===== src/rtl/mio_arbiter.sv =====
// Round-robin arbiter sharing the data-memory/IO bus between the CPU and a DMA requester.
// Each access runs a fixed ACC_CYCLES window and then issues one registered ready pulse.
module mio_arbiter #(
  parameter int unsigned ACC_CYCLES = 1
) (
  input  logic        clk,
  input  logic        reset,
  input  logic        CPU_MIO,
  input  logic        cpu_we,
  input  logic [31:0] cpu_addr,
  input  logic [31:0] cpu_wdata,
  output logic        MIO_ready,
  output logic [31:0] cpu_rdata,
  input  logic        dma_req,
  input  logic        dma_we,
  input  logic [31:0] dma_addr,
  input  logic [31:0] dma_wdata,
  output logic        dma_ready,
  output logic [31:0] dma_rdata,
  output logic [31:0] mem_addr,
  output logic [31:0] mem_wdata,
  output logic        mem_w,
  input  logic [31:0] mem_rdata,
  output logic [1:0]  grant,
  output logic        busy
);

  localparam int unsigned DATA_W = 32;
  localparam int unsigned CNT_W  = 4;

  typedef enum logic [1:0] {
    ST_IDLE   = 2'd0,
    ST_ACCESS = 2'd1,
    ST_DONE   = 2'd2
  } state_e;

  state_e              state_q, state_d;
  logic                owner_q, owner_d;
  logic                last_q, last_d;
  logic [CNT_W-1:0]    cnt_q, cnt_d;
  logic [DATA_W-1:0]   cpu_rdata_q, cpu_rdata_d;
  logic [DATA_W-1:0]   dma_rdata_q, dma_rdata_d;
  logic                mio_ready_q, mio_ready_d;
  logic                dma_ready_q, dma_ready_d;

  logic                pick_dma;
  logic                sel_we;
  logic [DATA_W-1:0]   sel_addr;
  logic [DATA_W-1:0]   sel_wdata;
  logic                mem_w_c;
  logic [DATA_W-1:0]   mem_addr_c;
  logic [DATA_W-1:0]   mem_wdata_c;

  // DMA wins only when alone, or on a tie when the CPU was served last.
  assign pick_dma  = dma_req && (!CPU_MIO || !last_q);
  assign sel_we    = owner_q ? dma_we    : cpu_we;
  assign sel_addr  = owner_q ? dma_addr  : cpu_addr;
  assign sel_wdata = owner_q ? dma_wdata : cpu_wdata;

  always_ff @(posedge clk or negedge reset) begin
    if (!reset) begin
      state_q     <= ST_IDLE;
      owner_q     <= 1'b0;
      last_q      <= 1'b1;
      cnt_q       <= '0;
      cpu_rdata_q <= '0;
      dma_rdata_q <= '0;
      mio_ready_q <= 1'b0;
      dma_ready_q <= 1'b0;
    end else begin
      state_q     <= state_d;
      owner_q     <= owner_d;
      last_q      <= last_d;
      cnt_q       <= cnt_d;
      cpu_rdata_q <= cpu_rdata_d;
      dma_rdata_q <= dma_rdata_d;
      mio_ready_q <= mio_ready_d;
      dma_ready_q <= dma_ready_d;
    end
  end

  always_comb begin
    state_d     = state_q;
    owner_d     = owner_q;
    last_d      = last_q;
    cnt_d       = cnt_q;
    cpu_rdata_d = cpu_rdata_q;
    dma_rdata_d = dma_rdata_q;
    mio_ready_d = 1'b0;
    dma_ready_d = 1'b0;
    mem_w_c     = 1'b0;
    mem_addr_c  = '0;
    mem_wdata_c = '0;

    unique case (state_q)
      ST_IDLE: begin
        if (CPU_MIO || dma_req) begin
          owner_d = pick_dma;
          last_d  = pick_dma;
          cnt_d   = CNT_W'(ACC_CYCLES - 1);
          state_d = ST_ACCESS;
        end
      end
      ST_ACCESS: begin
        mem_addr_c  = sel_addr;
        mem_wdata_c = sel_wdata;
        if (cnt_q != '0) begin
          cnt_d = cnt_q - CNT_W'(1);
        end else begin
          // Final window cycle: single write strobe, read capture, ready armed for DONE.
          mem_w_c = sel_we;
          if (owner_q) begin
            dma_rdata_d = mem_rdata;
            dma_ready_d = 1'b1;
          end else begin
            cpu_rdata_d = mem_rdata;
            mio_ready_d = 1'b1;
          end
          state_d = ST_DONE;
        end
      end
      ST_DONE: begin
        state_d = ST_IDLE;
      end
      default: begin
        state_d = ST_IDLE;
      end
    endcase
  end

  assign MIO_ready = mio_ready_q;
  assign dma_ready = dma_ready_q;
  assign cpu_rdata = cpu_rdata_q;
  assign dma_rdata = dma_rdata_q;
  assign mem_w     = mem_w_c;
  assign mem_addr  = mem_addr_c;
  assign mem_wdata = mem_wdata_c;
  assign busy      = (state_q != ST_IDLE);
  assign grant     = (state_q == ST_IDLE) ? 2'b00 : (owner_q ? 2'b10 : 2'b01);

endmodule

===== config.mk =====
export PLATFORM = sky130hd
export DESIGN_NAME = mio_arbiter
export DESIGN_NICKNAME = d
export VERILOG_FILES = /design/src/rtl/mio_arbiter.sv
export SDC_FILE = /design/constraint.sdc
export NUM_CORES = 1
export LEC_CHECK = 0
export CAP_MARGIN = 20
export CORE_AREA = 2 2 117 119
export CTS_BUF_LIST = sky130_fd_sc_hd__clkbuf_8 sky130_fd_sc_hd__clkbuf_16
export CTS_CLUSTER_SIZE = 14
export DETAILED_ROUTE_END_ITERATION = 6
export DIE_AREA = 0 0 119 121
export PLACE_DENSITY = 0.72
export SETUP_SLACK_MARGIN = 0.02
export SLEW_MARGIN = 10
export SYNTH_ARGS = -nofsm -noshare
export SYNTH_HDL_FRONTEND = slang
export SYNTH_SLANG_ARGS = --single-unit

===== constraint.sdc =====
create_clock -name clk -period 3.15 [get_ports clk]
set_input_delay 0.315 -clock clk [delete_from_list [all_inputs] [get_ports clk]]
set_output_delay 0.315 -clock clk [all_outputs]
set_load 0.02 [all_outputs]

==> results.toml <==
[power_and_ir_drop]
p_leak_uw = 0.00301
comb_power_share_pct = 60.9
pwr_density_cell_nw_per_um2 = 963
swShare_pct = 39.2
power.ir.vdd_worst_v = 0.000321
finalPower_uw = 7030
p_clk_share_pct = 14.0
power_frac_seq_pct = 25.1
p_sw_uw = 2760
p_int_uw = 4270

[synthesis]
synth_edf_count = 0
synth_warnings = 0
yosysTopAreaCellShare_pct = 47.4
synthArstFlopShare_pct = 100
yosysMostFrequentCell = "dfrtp_1"
synth.avg_cell_area_um2 = 11.7
yosysTopAreaCell = "dfrtp_1"
synth_nets = 496
synth_ff_type = "dfrtp_1"
synthTopCellsByCount = "73 x dfrtp_1, 69 x nor2_1, 64 x mux2i_1, 63 x mux2_2, 8 x buf_2"
ys_types = 35
netlist_instances = 328
synth-seq-cells = 74
synth_area_um2 = 3850
yosys-top-cells-area = "dfrtp_1 47%, mux2_2 18%, mux2i_1 17%"
seq_area_frac_synth_pct = 48.1

[place]
gp_congestion = 0.886
dpl.hpwl_mm = 10.9
portBuffers = 299

[critical_path]
path_delay_family = "buffers and inverters"
crit_chain = "inv_1, ha_1, nor3b_1, and3_1, a22o_1, clkdlybuf4s50_1"
cpPeakStageDelay_ps = 630
cp.required_ps = 2830
worstPathArrival_ps = 2540
worst-path-buf-inv = 2
path_max_fanout = 4
r2r_end = "dma_rdata[2]"
worstSetupStartpointType = "register"
rr_worst_depth = 6
regToRegSetupSlack_ps = 740
crit_path_top_delay_cell = "clkdlybuf4s50_1"
end_kind = "output pin"
r2r_start = "cnt_q[0]"
criticalPathCategory = "reg2out"

[routing]
drcViolationCount = 0
drtPass1Iterations = 4
ant_nets = 0
wirelength_mm = 13.3
first_iter_violations = 136
wl_per_cell_um = 16.5
vias = 3652
via_per_inst = 4.53

[cells_and_area]
diodes = 0
nNetsFinal = 793
postLayoutCoreUtil_pct = 55.8
regArea_um2 = 1860
multi_input_area_um2 = 1850
fillCellCount = 1094
area_growth_pct = 89.5
layout-drive-gt1-share_pct = 14.6

[sta]
fin_setup_tns_ps = 0
setup_viol = 0
skew_ps = 5.31
report.final.slew_viol_count = 0
fmax_mhz = 350
grt_setup_unrepaired = "no"
tightestPinTransition_ps = 529
fin_crit_sh_pct = 90.7
maxSlewHeadroom_pct = 64.8
final.min_clock_period_ps = 2860
finalHoldViolCount = 0

[floorplan]
start_util_pct = 29.4
pin_count = 300
core_um2 = 13100
fp.dieW_um = 119
dieArea_um2 = 14400
die_h_um = 121
num_rows = 42

[clock_network]
numCtsBuffers = 9
cts_max_path_buffers = 2
clockRootBuffer = "clkbuf_16"
clock_latency_ps = 330
cts_resized = 0
tritoncts = "yes"
path_clk_slew_ps = 60
post_cts_buffers = 0
cts.sinks = 74
ctsHtreeMaxLevel = 3

[run]
cap_violations = 0

[worst_hold_path]
hold_class = "reg2reg"
hold_end = "cpu_rdata[8]"
hold_path_depth = 1
hp-start = "cpu_rdata[8]"

[global_route]
grt.overflow.total = 0
antenna_found_initial = 0
grt_pass1_wl_mm = 20.2
grtUsageTotal_pct = 18.1
grt_pass1_vias = 3736
grt_start_max_net_pins = 35

[status]
outcome = "finished, final reports clean"
## stage by stage
stage	area, um2	setup slack [ps]	cells	hold WS, ps
6_report	7300	292	806	483
2_1_floorplan	3850	1120	328	19.4
3_3_place_gp	7000	803	789	309
5_1_grt	7300	168	806	521
3_5_place_dp	7000	641	789	317
4_1_cts	7300	292	806	490
## layout by cell type, fill, tap and decap left out, types with 3 or more instances in the layout
cell,Yosys,final
nand2_1,3,3
mux2_2,63,63
nor3_1,3,3
dfrtp_1,73,72
clkdlybuf4s50_1,0,298
inv_1,3,5
nor2_1,69,69
mux2i_1,64,64
clkbuf_16,0,9
buf_4,1,8
## flip-flops by register name, summed over array words and instances (netlist names)
register and count:
MIO_ready 1, cpu_rdata 32, dma_ready 1, dma_rdata 32, owner_q 1, state_q 2, cnt_q 4, last_q 1
## power by group through the flow
stage	combinational (uW)	clock, uW	sequential [uW]
global route	4520	1050	1830
detailed placement	4320	0	1790
finish	4280	983	1770
CTS	4330	1010	1780
global placement	4270	0	1750
floorplan	1900	0	2190
## metal layers
| metal | vias to the layer above | part of all wire [%] | GRT usage [%] | wire [um] |
|---|---|---|---|---|
| met2 | 194 | 51 | 31.5 | 6790 |
| li1 | 1736 | - | - | - |
| met1 | 1708 | 39 | 21.0 | 5190 |
| met5 | - | 0 | 0 | 0 |
| met3 | 14 | 8.3 | 5.03 | 1100 |
| met4 | 0 | 1.7 | 6.99 | 221 |
## cell type report
type / instances / share of cell area, %
well taps: 176 / 3.02
flip-flops and latches: 74 / 25.4
inverters: 3 / 0.154
clock buffers: 9 / 3.09
repair buffers: 309 / 42.2
clock inverters: 7 / 0.857
multi-input cells: 228 / 25.3
## repair_timing
action                                  CTS  global route
endpoints found under the setup margin    0             0
endpoints found under the hold margin    22             0
hold buffers                              1             0
## how the worst max path moves through the flow
stage | slack, ps | depth (start not counted) | to | start
6_report | 290 | 6 | mem_w | cnt_q[0]
5_1_grt | 170 | 6 | mem_w | cnt_q[0]
4_1_cts | 290 | 6 | mem_w | cnt_q[0]
3_5_place_dp | 640 | 6 | mem_w | cnt_q[0]
3_3_place_gp | 800 | 6 | mem_w | cnt_q[0]
2_1_floorplan | 1120 | 6 | mem_w | cnt_q[0]
## cells by family after synthesis
family / Yosys count / synth area share, %
AO/OA/AOI/OAI: 12 / 2.24
adder cells (fa/ha/maj): 2 / 0.649
buffers and inverters: 26 / 4.06
flip-flops: 74 / 48.1
multiplexers: 128 / 35.3
AND/OR/NAND/NOR: 86 / 9.61
Note: power is estimated with default switching activity, not from simulation.
